## src/rtl/encoder_pkg.sv

```systemverilog
// RV32I encoder shared definitions: op kinds, opcodes, funct fields, loader states.
// No logic of its own; latency and backpressure belong to the modules that import it.
// The range helper is a pure function, with no timing or flow-control effects.
package encoder_pkg;

    typedef enum logic [3:0] {
        OPK_ADD   = 4'd0,
        OPK_SUB   = 4'd1,
        OPK_OR    = 4'd2,
        OPK_AND   = 4'd3,
        OPK_ADDI  = 4'd4,
        OPK_ORI   = 4'd5,
        OPK_ANDI  = 4'd6,
        OPK_LW    = 4'd7,
        OPK_JALR  = 4'd8,
        OPK_SW    = 4'd9,
        OPK_BEQ   = 4'd10,
        OPK_JAL   = 4'd11,
        OPK_LUI   = 4'd12,
        OPK_AUIPC = 4'd13
    } opk_e;

    typedef enum logic [1:0] {
        ST_IDLE,
        ST_LOAD,
        ST_DRAIN,
        ST_DONE
    } ldr_state_e;

    localparam logic [6:0] OPC_OP     = 7'b0110011;
    localparam logic [6:0] OPC_IMM    = 7'b0010011;
    localparam logic [6:0] OPC_LOAD   = 7'b0000011;
    localparam logic [6:0] OPC_STORE  = 7'b0100011;
    localparam logic [6:0] OPC_BRANCH = 7'b1100011;
    localparam logic [6:0] OPC_JAL    = 7'b1101111;
    localparam logic [6:0] OPC_JALR   = 7'b1100111;
    localparam logic [6:0] OPC_LUI    = 7'b0110111;
    localparam logic [6:0] OPC_AUIPC  = 7'b0010111;

    localparam logic [2:0] F3_ADD  = 3'b000;
    localparam logic [2:0] F3_OR   = 3'b110;
    localparam logic [2:0] F3_AND  = 3'b111;
    localparam logic [2:0] F3_WORD = 3'b010;
    localparam logic [2:0] F3_BEQ  = 3'b000;
    localparam logic [2:0] F3_JALR = 3'b000;

    localparam logic [6:0] F7_BASE = 7'b0000000;
    localparam logic [6:0] F7_SUB  = 7'b0100000;

    localparam logic [31:0] NOP_WORD = 32'h0000_0013;

    // True when v is representable as a two's-complement number of 'bits' bits.
    function automatic logic fits_signed(input logic [31:0] v, input int unsigned bits);
        logic [31:0] hi;
        hi = $signed(v) >>> (bits - 1);
        return (hi == '0) || (hi == '1);
    endfunction

endpackage

```

## src/rtl/rv32_encode.sv

```systemverilog
// Combinational RV32I encoder: descriptor fields -> 32-bit word plus illegal flag.
// Zero latency, purely combinational.
// No flow control; the caller qualifies the result with its own handshake.
module rv32_encode
    import encoder_pkg::*;
(
    input  logic [3:0]  op,
    input  logic [4:0]  rd,
    input  logic [4:0]  rs1,
    input  logic [4:0]  rs2,
    input  logic [31:0] imm,
    output logic [31:0] word,
    output logic        illegal
);

    always_comb begin
        word    = '0;
        illegal = 1'b0;
        case (op)
            OPK_ADD:  word = {F7_BASE, rs2, rs1, F3_ADD, rd, OPC_OP};
            OPK_SUB:  word = {F7_SUB,  rs2, rs1, F3_ADD, rd, OPC_OP};
            OPK_OR:   word = {F7_BASE, rs2, rs1, F3_OR,  rd, OPC_OP};
            OPK_AND:  word = {F7_BASE, rs2, rs1, F3_AND, rd, OPC_OP};
            OPK_ADDI: begin
                word    = {imm[11:0], rs1, F3_ADD, rd, OPC_IMM};
                illegal = !fits_signed(imm, 12);
            end
            OPK_ORI: begin
                word    = {imm[11:0], rs1, F3_OR, rd, OPC_IMM};
                illegal = !fits_signed(imm, 12);
            end
            OPK_ANDI: begin
                word    = {imm[11:0], rs1, F3_AND, rd, OPC_IMM};
                illegal = !fits_signed(imm, 12);
            end
            OPK_LW: begin
                word    = {imm[11:0], rs1, F3_WORD, rd, OPC_LOAD};
                illegal = !fits_signed(imm, 12);
            end
            OPK_JALR: begin
                word    = {imm[11:0], rs1, F3_JALR, rd, OPC_JALR};
                illegal = !fits_signed(imm, 12);
            end
            OPK_SW: begin
                word    = {imm[11:5], rs2, rs1, F3_WORD, imm[4:0], OPC_STORE};
                illegal = !fits_signed(imm, 12);
            end
            // Branch and jump offsets are in bytes and must be halfword aligned.
            OPK_BEQ: begin
                word    = {imm[12], imm[10:5], rs2, rs1, F3_BEQ, imm[4:1], imm[11], OPC_BRANCH};
                illegal = !fits_signed(imm, 13) || imm[0];
            end
            OPK_JAL: begin
                word    = {imm[20], imm[10:1], imm[11], imm[19:12], rd, OPC_JAL};
                illegal = !fits_signed(imm, 21) || imm[0];
            end
            OPK_LUI: begin
                word    = {imm[31:12], rd, OPC_LUI};
                illegal = (imm[11:0] != 12'd0);
            end
            OPK_AUIPC: begin
                word    = {imm[31:12], rd, OPC_AUIPC};
                illegal = (imm[11:0] != 12'd0);
            end
            default: illegal = 1'b1;
        endcase
    end

endmodule

```

## src/rtl/instr_encoder_loader.sv

```systemverilog
// Streams micro-op descriptors into sequential RV32I words written to instruction memory.
// One register stage: a descriptor accepted at edge N drives imem_we from cycle N+1.
// in_ready drops while a write is pending and imem_ready is low; the write is held stable.
module instr_encoder_loader
    import encoder_pkg::*;
#(
    parameter int          ADDR_W   = 32,
    parameter int          CNT_W    = 16,
    parameter logic [31:0] NOP_WORD = encoder_pkg::NOP_WORD
) (
    input  logic              clk,
    input  logic              rst,
    input  logic              start,
    input  logic [ADDR_W-1:0] base_addr,
    input  logic              in_valid,
    output logic              in_ready,
    input  logic [3:0]        in_op,
    input  logic [4:0]        in_rd,
    input  logic [4:0]        in_rs1,
    input  logic [4:0]        in_rs2,
    input  logic [31:0]       in_imm,
    input  logic              in_last,
    output logic              imem_we,
    input  logic              imem_ready,
    output logic [ADDR_W-1:0] imem_addr,
    output logic [31:0]       imem_wdata,
    output logic              busy,
    output logic              done,
    output logic              err,
    output logic [CNT_W-1:0]  err_count,
    output logic [CNT_W-1:0]  word_count
);

    localparam logic [ADDR_W-1:0] ADDR_STEP  = ADDR_W'(4);
    localparam logic [ADDR_W-1:0] ALIGN_MASK = ~ADDR_W'(3);
    localparam logic [CNT_W-1:0]  CNT_ONE    = CNT_W'(1);

    ldr_state_e        state;
    logic [ADDR_W-1:0] next_addr;
    logic [31:0]       enc_word;
    logic              enc_illegal;
    logic              in_fire;
    logic              wr_fire;

    rv32_encode u_enc (
        .op      (in_op),
        .rd      (in_rd),
        .rs1     (in_rs1),
        .rs2     (in_rs2),
        .imm     (in_imm),
        .word    (enc_word),
        .illegal (enc_illegal)
    );

    // The output register may reload in the same cycle its current word drains.
    assign in_ready = (state == ST_LOAD) && (!imem_we || imem_ready);
    assign in_fire  = in_valid && in_ready;
    assign wr_fire  = imem_we && imem_ready;

    always_ff @(posedge clk) begin
        if (rst) begin
            state      <= ST_IDLE;
            next_addr  <= '0;
            imem_we    <= 1'b0;
            imem_addr  <= '0;
            imem_wdata <= '0;
            busy       <= 1'b0;
            done       <= 1'b0;
            err        <= 1'b0;
            err_count  <= '0;
            word_count <= '0;
        end else begin
            done <= 1'b0;
            if (wr_fire) begin
                word_count <= word_count + CNT_ONE;
            end
            case (state)
                ST_IDLE: begin
                    if (start) begin
                        state      <= ST_LOAD;
                        busy       <= 1'b1;
                        next_addr  <= base_addr & ALIGN_MASK;
                        err        <= 1'b0;
                        err_count  <= '0;
                        word_count <= '0;
                    end
                end
                ST_LOAD: begin
                    if (in_fire) begin
                        imem_we    <= 1'b1;
                        imem_addr  <= next_addr;
                        imem_wdata <= enc_illegal ? NOP_WORD : enc_word;
                        next_addr  <= next_addr + ADDR_STEP;
                        if (enc_illegal) begin
                            err <= 1'b1;
                            if (err_count != '1) begin
                                err_count <= err_count + CNT_ONE;
                            end
                        end
                        if (in_last) begin
                            state <= ST_DRAIN;
                        end
                    end else if (wr_fire) begin
                        imem_we <= 1'b0;
                    end
                end
                ST_DRAIN: begin
                    if (wr_fire) begin
                        imem_we <= 1'b0;
                        busy    <= 1'b0;
                        done    <= 1'b1;
                        state   <= ST_DONE;
                    end
                end
                default: begin
                    state <= ST_IDLE;
                end
            endcase
        end
    end

endmodule
```

## config.mk

```make
export PLATFORM = sky130hd
export DESIGN_NAME = instr_encoder_loader
export DESIGN_NICKNAME = d
export VERILOG_FILES = /design/src/rtl/encoder_pkg.sv /design/src/rtl/rv32_encode.sv /design/src/rtl/instr_encoder_loader.sv
export SDC_FILE = /design/constraint.sdc
export NUM_CORES = 1
export LEC_CHECK = 0
export ABC_AREA = 0
export BUFFER_PORTS_ARGS = -buffer_cell sky130_fd_sc_hd__buf_2
export CAP_MARGIN = 25
export CORE_MARGIN = 3
export CORE_UTILIZATION = 35
export DETAILED_ROUTE_END_ITERATION = 8
export PLACE_DENSITY_LB_ADDON = 0.1
export SLEW_MARGIN = 20
export SYNTH_ARGS = -nofsm -noshare
export SYNTH_HDL_FRONTEND = slang
export SYNTH_SLANG_ARGS = --single-unit
```

## constraint.sdc

```tcl
create_clock -name clk -period 2.25 [get_ports clk]
set_input_delay 0.1125 -clock clk [delete_from_list [all_inputs] [get_ports clk]]
set_output_delay 0.1125 -clock clk [all_outputs]
set_load 0.005 [all_outputs]
```

==> results.md, run 1 <==
* Critical Path Fanout Max at 19
* Die area at about 0.022 sq mm
* CP Class: flop to flop
* Final hold viol count at 0
* Final max-slew violation count at 0
* Final WL at roughly 23 mm
* TritonCTS clock tree: yes
* Post-synthesis async set-or-reset flop share at 0%
* Average size of a mapped cell at ~7.4 sq um
* Critical Path End Type: flop
* GPL Wtd Cong at between 0.8 and 0.9
* CTS root buffer: clkbuf_16
* GRT Total Usage at between 20% and 30%
* Total power per unit cell area at a little under 1000 mW/mm^2
* CP Data Required Time at ~2.6 ns
* Top FF cell, synth: dfxtp_1
* Hold Path End: next_addr[27]
* Clock Path Buffers at 2
* Crit path DAT at about 2.4 ns
* Outcome: finished, final reports clean
* Synth area leader: dfxtp_1
* First-pass GRT wire length at ~36 mm
* Setup Skew at roughly 0.01 ns
* Die Y at 147 um
* Hold path start: base_addr[27]
* Post-synth EDFFs at 0
* Placement Setup Slack at 0.0235 ns
* WL/cell at approximately 16 um
* Largest net degree at the start of global routing at just over 50
* Number of global-route vias before repair at ~6,900
* Worst R2R End: next_addr[12]
* Leakage power at approximately 3.7 nW
* Sinks on the clock net at ~130
* Initial antenna violation count at 0
* Minimum clock period at around 2.1 ns
* Critical R2R Launch: state[0]
* Cell count after synthesis at between 900 and 1,000
* Final count of negative-setup-slack endpoints at 0
* Post-synth top cells: nand2_1 (178), dfxtp_1 (129), a21oi_1 (112)
* Placeable Area at roughly 0.019 sq mm
* Setup crit start kind: flop
* Max-cap violations at 0
* Period utilisation layout at about 94%
* Clk Latency, worst-skew pair at 0.42 ns
* DRT Pass-1 Iters at 4
* Total CTS buffers at 17
* Via count at roughly 7,600
* Relative slew slack at 55.2%
* Area fraction of the dominant cell type after synthesis at roughly 37%
* Max Clk Rate at 0.473 GHz
* Slew @ Worst Pin at 0.670 ns
* PortBufs at approximately 190
* CTS clk-pin slew, worst paths at around 0.06 ns
* H-tree depth at 4
* Hold_ws at a little under 0.02 ns
* Maximum VDD drop at roughly 580 uV
* R2r setup slk at 0.13 ns
* WHS Path Cells at 3
* DR iter-0 viols at roughly 390
* Area delta synth->final at 32.2%
* Top Ports at between 150 and 200
* Hold Crit Class: input port to flop
* Detailed Place HPWL at around 16 mm
* Starting Density at between 30% and 40%
* Share of cells above drive strength 1 at 25.5%
* Number of routed nets with antenna violations at 0
* Unique masters post-synth at 61
* Drt drc at 0
* Yosys warns at 0
* Utilization after layout at between 40% and 50%
* Nets at between 1,000 and 1,500
* Seq/Total Area, Yosys at between 30 and 40%
* Chip width at ~150 um
* Tot Pwr at about 8.9 mW
* Worst Reg-to-Reg Cells at 10
* Count leader, synth: nand2_1
* # rows at 50
* Avg Vias per Cell at around 5.4
* Synth top area cells: dfxtp_1 (37%), nand2_1 (9.6%), a21oi_1 (8.0%)
* Setup TNS at 0 ns
* Remaining Overflow, GRT at 0
* Syn Std Cell Area at between 0.006 and 0.007 sq mm
* Final setup margin at 0.134 ns
* Ant diodes at 0
* Yosys reg bits at ~130
layout make-up:
cell class / count / area [sq um]
Clock buffer: 18 / 429
Clock inverter: 14 / 201
Fill cell: 2019 / 9940
Inverter: 16 / 60.1
Multi-Input combinational cell: 732 / 4070
Sequential cell: 129 / 2580
Tap cell: 260 / 325
Timing Repair Buffer: 255 / 1540
cell usage in the layout (no fill, tap or decap), types with 16 or more instances in the layout:
| master | netlist | final |
|---|---|---|
| a22oi_1 | 39 | 39 |
| buf_2 | 5 | 184 |
| a21oi_1 | 112 | 112 |
| buf_4 | 5 | 53 |
| nor3_1 | 19 | 18 |
| nor2_1 | 77 | 75 |
| o21ai_0 | 42 | 42 |
| dfxtp_1 | 129 | 127 |
| and3_1 | 18 | 18 |
| nand3_1 | 50 | 49 |
| nand2_1 | 178 | 177 |
| nand4_1 | 16 | 16 |
| clkbuf_16 | 0 | 17 |
how the worst max path moves through the flow:
stage / depth (start not counted) / endpoint / slack (ns) / startpoint
after detailed placement: 9 / next_addr[17] / 0.02 / state[0]
final: 10 / next_addr[12] / 0.13 / state[0]
after CTS: 9 / next_addr[14] / 0.01 / state[0]
after global placement: 7 / next_addr[12] / 0.06 / state[0]
after global routing: 9 / err_count[10] / -0.006 / err_count[1]
after floorplan: 7 / err_count[11] / 0.12 / err_count[0]
logic make-up after synthesis:
| kind of cell | count (synthesis) | synth area share (%) |
|---|---|---|
| adders and majority gates | 7 | 1.26 |
| DFF | 129 | 37.1 |
| xor gates and xnor gates | 18 | 2.26 |
| AOI/OAI and AO/OA | 268 | 23.7 |
| buffers and inverters | 87 | 5.68 |
| and+or+nand+nor | 430 | 29.1 |
| muxes | 6 | 0.880 |
| other | 1 | 0.0538 |
critical path: stages, from the launching register on:
cell     delay (ns)
dfxtp_2        0.34
inv_1          0.08
ha_1           0.22
inv_1          0.10
buf_4          0.18
o22ai_4        0.32
buf_4          0.32
nor2_1         0.06
mux2_2         0.26
nand2_1        0.06
a21oi_1        0.06
metal layers:
| metal | vias to the layer above | GRT usage (%) | share of wire [%] |
|---|---|---|---|
| met5 | - | 0 | 0 |
| met1 | 3564 | 29.3 | 49 |
| met3 | 32 | 4.66 | 5.8 |
| met4 | 0 | 6.06 | 1.7 |
| met2 | 220 | 30.3 | 44 |
| li1 | 3803 | - | - |
through the flow:
stage | instances | area [sq um]
floorplan | 947 | 6970
global placement | 1376 | 8370
detailed placement | 1376 | 8370
CTS | 1421 | 9130
global route | 1424 | 9210
finish | 1424 | 9210
registers in the layout, indices dropped and copies added, names as in the netlist, 2 cells and up:
register    cells
imem_wdata     31
next_addr      30
err_count      16
imem_addr      30
word_count     16
state           2
timing repair:
item / in CTS / in global routing
buffers inserted: 0 / 2
endpoints found under the hold margin: 13 / 0
setup endpoints to repair: 0 / 29
gates resized for setup: 0 / 13
hold buffers: 13 / 0
where the power goes:
part | total [mW] | switching (mW) | internal, mW
Combinational | 2.93 | 1.80 | 1.13
Clock | 3.00 | 1.13 | 1.87
Sequential | 2.94 | 0.337 | 2.60
Note: power is estimated with default switching activity, not from simulation.
==> run 2, diff against run 1 <==
--- a/config.mk
+++ b/config.mk
@@ -8,7 +8,6 @@
 export ABC_AREA = 0
 export BUFFER_PORTS_ARGS = -buffer_cell sky130_fd_sc_hd__buf_2
 export CAP_MARGIN = 25
-export CORE_MARGIN = 3
 export CORE_UTILIZATION = 35
 export DETAILED_ROUTE_END_ITERATION = 8
 export PLACE_DENSITY_LB_ADDON = 0.1
==> results.md, run 2 (synthesis results as in run 1) <==
* Drt drc at 0
* Avg Vias per Cell at roughly 5.3
* Final count of negative-setup-slack endpoints at 0
* Top Ports at 190
* GRT Total Usage at 22.6%
* Remaining Overflow, GRT at 0
* Unrepaired setup endpoints after global routing: no
* Crit path cell chain: nand2_1, nor3_2, and3_1, and3_1, nand3_1, or4_1, a31oi_1
* Largest register FFs at 31
* Clk Latency, worst-skew pair at ~0.42 ns
* Detailed Place HPWL at 16.0 mm
* Total CTS buffers at 17
* Largest net degree at the start of global routing at between 50 and 60
* # rows at slightly above 50
* Chip width at roughly 140 um
* CP bufs+invs at 0
* Share of cells above drive strength 1 at approximately 25%
* Crit path DAT at approximately 2.5 ns
* Critical Path End Type: flop
* Delay-heaviest family, CP: simple AND/OR/NAND/NOR gates
* Final max-slew violation count at 0
* Final hold viol count at 0
* Commonest non-fill, non-tap cells in the layout: buf_2 (184), nand2_1 (177), dfxtp_1 (127)
* Die Y at roughly 140 um
* Tot Pwr at 8.44 mW
* Critical Path Fanout Max at 6
* Period utilisation layout at around 94%
* Utilization after layout at 46.8%
* Most frequent CP cell: and3_1
* Psw at ~3.2 mW
* Number of routed nets with antenna violations at 0
* Slowest CP cell: or4_1
* WL/cell at ~16 um
* GPL Wtd Cong at around 0.9
* Setup crit start kind: flop
* Hold Crit Class: input port to flop
* Total power per unit cell area at between 900 and 1000 mW/mm^2
* CP Class: flop to flop
* Critical R2R Launch: err_count[3]
* Initial antenna violation count at 0
* DRT Pass-1 Iters at 5
* First-pass GRT wire length at roughly 36 mm
* Non-filler cells, final at 1,427
* Maximum VDD drop at just under 600 uV
* Area delta synth->final at 30.7%
* Max-cap violations at 0
* Seq pwr share at between 30% and 40%
* Placed Cells at 1,381
* Number of global-route vias before repair at 6,928
* Relative slew slack at 60.4%
* DR iter-0 viols at around 350
* Placement Setup Slack at slightly above 0.03 ns
* Comb pwr share at around 34%
* Peak per-stage delay on the critical path at about 0.5 ns
* Clock Path Buffers at 2
* CP Data Required Time at ~2.6 ns
* Die area at approximately 0.020 sq mm
* Ant diodes at 0
* Nets at around 1,200
* Starting Density at between 30% and 40%
* Setup Skew at 0.00810 ns
* CTS clk-pin slew, worst paths at ~0.06 ns
* Setup TNS at 0 ns
* Clk network pwr share at 31.5%
* Slew @ Worst Pin at 0.593 ns
* Leakage power at 3.66 nW
* TritonCTS clock tree: yes
* Worst Setup SP: err_count[3]
* Commonest non-fill, non-tap cell in the layout: buf_2
* Via count at between 7,000 and 8,000
* Placeable Area at about 0.019 sq mm
* Largest regs: imem_wdata: 31 flops, imem_addr: 30 flops, next_addr: 30 flops
* Sinks on the clock net at between 100 and 150
* Hold path start: base_addr[27]
* Outcome: finished, final reports clean
* Reg with most FFs: imem_wdata
* Sw Share at between 30% and 40%
* H-tree depth at 4
* Internal at approximately 5.2 mW
* Final WL at approximately 23 mm
* Max Clk Rate at between 0.4 and 0.5 GHz
* Minimum clock period at ~2.1 ns
* CTS root buffer: clkbuf_16
* PortBufs at around 190
* Final setup margin at about 0.14 ns
[run 2: repair_timing]
action	CTS	global route
hold endpoints to repair	13	0
hold buffers	13	0
resized for setup	0	12
setup endpoints to repair	0	18
buffers inserted	0	1
[run 2: layout make-up]
cell class / count / area, sq um
fill: 2014 / 10400
multi-input combinational: 731 / 4060
sequential: 129 / 2580
timing repair buffer: 254 / 1510
clock buffer: 18 / 429
tap: 265 / 332
clock inverter: 14 / 130
inverter: 16 / 60.1
[run 2: final timing paths]
check | to | slack [ns] | depth (start not counted)
setup / recovery | err_count[13] | 0.14 | 7
hold / removal | next_addr[27] | 0.02 | 3
setup reg to reg | err_count[13] | 0.14 | 7
hold reg to reg | imem_addr[10] | 0.45 | 2
[run 2: power groups by stage]
stage	combinational, mW	sequential [mW]	clock [mW]
2_1_floorplan	1.75	2.92	0
3_3_place_gp	2.81	2.96	0
3_5_place_dp	2.82	2.97	0
4_1_cts	2.85	2.92	2.73
5_1_grt	3.20	2.97	2.84
6_report	2.86	2.92	2.66
[run 2: worst min-delay path, delay by kind of cell]
family                 cells  cell delay [ns]
buffers and inverters      1             0.09
AO/OA/AOI/OAI              2             0.20
[run 2: metal layers]
| metal | track usage, % | up-vias | part of all wire (%) |
|---|---|---|---|
| met1 | 31.6 | 3519 | 49 |
| met5 | 0 | - | 0 |
| li1 | - | 3795 | - |
| met3 | 4.59 | 27 | 5.2 |
| met4 | 7.24 | 0 | 1.6 |
| met2 | 34.5 | 204 | 44 |
[run 2: stage by stage]
step / area (sq um) / hold slack [ns]
finish: 9100 / 0.0229
global route: 9100 / 0.0261
CTS: 9040 / 0.00778
detailed placement: 8350 / 0.403
global placement: 8350 / 0.400
floorplan: 6970 / 0.297
==> run 3, diff against run 2 <==
--- a/config.mk
+++ b/config.mk
@@ -14,4 +14,5 @@
 export SLEW_MARGIN = 20
 export SYNTH_ARGS = -nofsm -noshare
 export SYNTH_HDL_FRONTEND = slang
+export SYNTH_HIERARCHICAL = 1
 export SYNTH_SLANG_ARGS = --single-unit
==> results.md, run 3 <==
* Initial antenna violation count at 0
* Slew @ Worst Pin at approximately 0.6 ns
* Top Ports at 190
* Multiplexer share of the synthesized area at roughly 1.9%
* Setup Skew at around 0.0054 ns
* Total power per unit cell area at around 900 mW/mm^2
* Simple-Gate Fraction of Synth Area at 29.6%
* PortBufs at 185
* Area of the multi-input gates at between 0.003 and 0.004 sq mm
* Largest family of logic cells by synthesized area: simple AND/OR/NAND/NOR gates
* Maximum VDD drop at approximately 620 uV
* Utilization after layout at roughly 48%
* Nets at between 1,000 and 1,500
* Critical R2R Launch: next_addr[2]
* Post-CTS Setup Bufs at 0
* Unique masters post-synth at 69
* Sinks on the clock net at 130
* Synth Area in Compound Gates at 21.6%
* Max-cap violations at 0
* Top FF cell, synth: dfxtp_1
* Detailed Place HPWL at around 17 mm
* WHS Path Cells at 3
* Worst Reg-to-Reg Cells at 6
* Average size of a mapped cell at roughly 7.7 sq um
* Via count at roughly 7,600
* Hold_ws at ~0.02 ns
* CP Data Required Time at 2.58 ns
* Seq/Total Area, Yosys at roughly 38%
* Number of routed nets with antenna violations at 0
* Starting Density at between 30% and 40%
* Critical Path Fanout Max at 6
* Unrepaired setup endpoints after global routing: no
* Register Area at about 0.0026 sq mm
* CTS clk-pin slew, worst paths at roughly 0.060 ns
* Area delta synth->final at 35.7%
* Setup crit start kind: flop
* Ant diodes at 0
* WL/cell at 16.1 um
* Post-synth top cells: dfxtp_1 (130), nand2_1 (105), a21oi_1 (101)
* Die Y at around 140 um
* Count leader, synth: dfxtp_1
* GRT Total Usage at between 20% and 30%
* CTS root buffer: clkbuf_16
* Commonest non-fill, non-tap cells in the layout: buf_2 (184), dfxtp_1 (125), nand2_1 (105)
* Area fraction of the dominant cell type after synthesis at approximately 38%
* Clock Path Buffers at 2
* Synth area leader: dfxtp_1
* Commonest non-fill, non-tap cell in the layout: buf_2
* Final max-slew violation count at 0
* DRT Pass-1 Iters at 7
* Syn Std Cell Area at ~0.007 sq mm
* Crit path DAT at 2.48 ns
* Max Clk Rate at between 0.4 and 0.5 GHz
* Synth Area in Adders at roughly 1.3%
* DR iter-0 viols at 507
* Hold Crit Class: input port to flop
* Leakage power at between 3 and 4 nW
* Reg with most FFs: imem_wdata
* Fill count at 2,005
* R2r setup slk at a little over 0.1 ns
* Die area at 0.0204 sq mm
* Chip width at 143 um
* Avg Vias per Cell at around 5.3
* Share of cells above drive strength 1 at between 20% and 30%
* Minimum clock period at about 2.1 ns
* Failing checks: DRC
* Remaining Overflow, GRT at 0
* CP Class: flop to flop
* Worst R2R End: next_addr[28]
* Synth top area cells: dfxtp_1 (38%), a21oi_1 (7.3%), nand2_1 (5.7%)
* Final WL at between 20 and 25 mm
* Final count of negative-setup-slack endpoints at 0
* Post-synthesis async set-or-reset flop share at 0%
* Setup TNS at 0 ns
* TritonCTS clock tree: yes
* Critical Path End Type: flop
* Largest net degree at the start of global routing at between 40 and 50
* H-tree depth at 4
* Hold path start: base_addr[22]
* GPL Wtd Cong at 0.839
* Yosys reg bits at 130
* Largest regs: imem_wdata: 32 flops, imem_addr: 30 flops, next_addr: 30 flops
* Period utilisation layout at between 90% and 100%
* Post-synth EDFFs at 0
* Relative slew slack at 59.8%
* Hold Path End: next_addr[22]
* Placeable Area at about 0.019 sq mm
* Largest register FFs at 32
* First-pass GRT wire length at between 30 and 40 mm
* Cell count after synthesis at between 900 and 1,000
* Total CTS buffers at 17
* # rows at between 50 and 60
* Yosys warns at 6
* Clk Latency, worst-skew pair at ~0.42 ns
* Xor and xnor fraction of the mapped netlist area at 1.90%
* Final hold viol count at 0
* Number of global-route vias before repair at around 6,900
* Drt drc at 4
* Outcome: finished with violations
[run 3: power breakdown]
part | switching [mW] | internal [mW] | total, mW
sequential | 0.236 | 2.56 | 2.80
clock | 1.08 | 1.88 | 2.96
combinational | 1.54 | 1.09 | 2.63
total | 2.86 | 5.53 | 8.39
[run 3: cell families (layout without fill, tap and decap cells)]
kind of cell | count (synthesis) | after routing
AO/OA/AOI/OAI | 243 | 243
adder cells (fa/ha/maj) | 7 | 7
flip-flops | 130 | 130
multiplexers | 13 | 13
XOR/XNOR | 15 | 15
AND/OR/NAND/NOR | 408 | 408
buffers and inverters | 87 | 344
other | 1 | 2
[run 3: cell type report]
cell class	count	area share, %
clock inverters	14	1.98
multi-input cells	688	41.9
well taps	265	3.53
inverters	19	0.759
clock buffers	18	4.67
repair buffers	293	19.4
flip-flops and latches	130	27.8
[run 3: critical path: stages (launching register included)]
cell and delay, ns:
dfxtp_4 0.38, ha_1 0.18, and4_4 0.24, nand4_1 0.08
or4_4 0.44, or4_1 0.48, a311oi_1 0.25
[run 3: how the worst max path moves through the flow]
| stage | start | endpoint | slack, ns | cells past startpoint |
|---|---|---|---|---|
| global route | next_addr[2] | next_addr[28] | 0.001 | 6 |
| finish | next_addr[2] | next_addr[28] | 0.10 | 6 |
| detailed placement | in_imm[17] | err_count[14] | -0.17 | 12 |
| global placement | in_imm[17] | err_count[14] | -0.17 | 12 |
| CTS | next_addr[2] | next_addr[28] | 0.008 | 6 |
| floorplan | in_op[3] | err_count[14] | 0.01 | 10 |
[run 3: per-stage QoR]
stage	cells	power [mW]	worst slack, ns	area (sq um)
3_3_place_gp	1383	5.42	-0.166	8620
6_report	1427	8.39	0.102	9400
5_1_grt	1427	8.86	0.00135	9400
2_1_floorplan	905	4.32	0.00976	6930
3_5_place_dp	1383	5.42	-0.171	8620
4_1_cts	1427	8.41	0.00763	9370
[run 3: repair_timing]
item,CTS,global route
pin swaps,0,1
gates cloned,0,0
hold endpoints to repair,12,0
hold buffers,12,0
gates resized for setup,1,11
endpoints found under the setup margin,1,18
[run 3: layer usage]
| layer | global-route usage (%) | share of wire (%) | vias up |
|---|---|---|---|
| met4 | 7.87 | 1.6 | 0 |
| li1 | - | - | 3794 |
| met3 | 4.93 | 6.0 | 28 |
| met5 | 0 | 0 | - |
| met2 | 37.0 | 46 | 250 |
| met1 | 29.2 | 46 | 3530 |
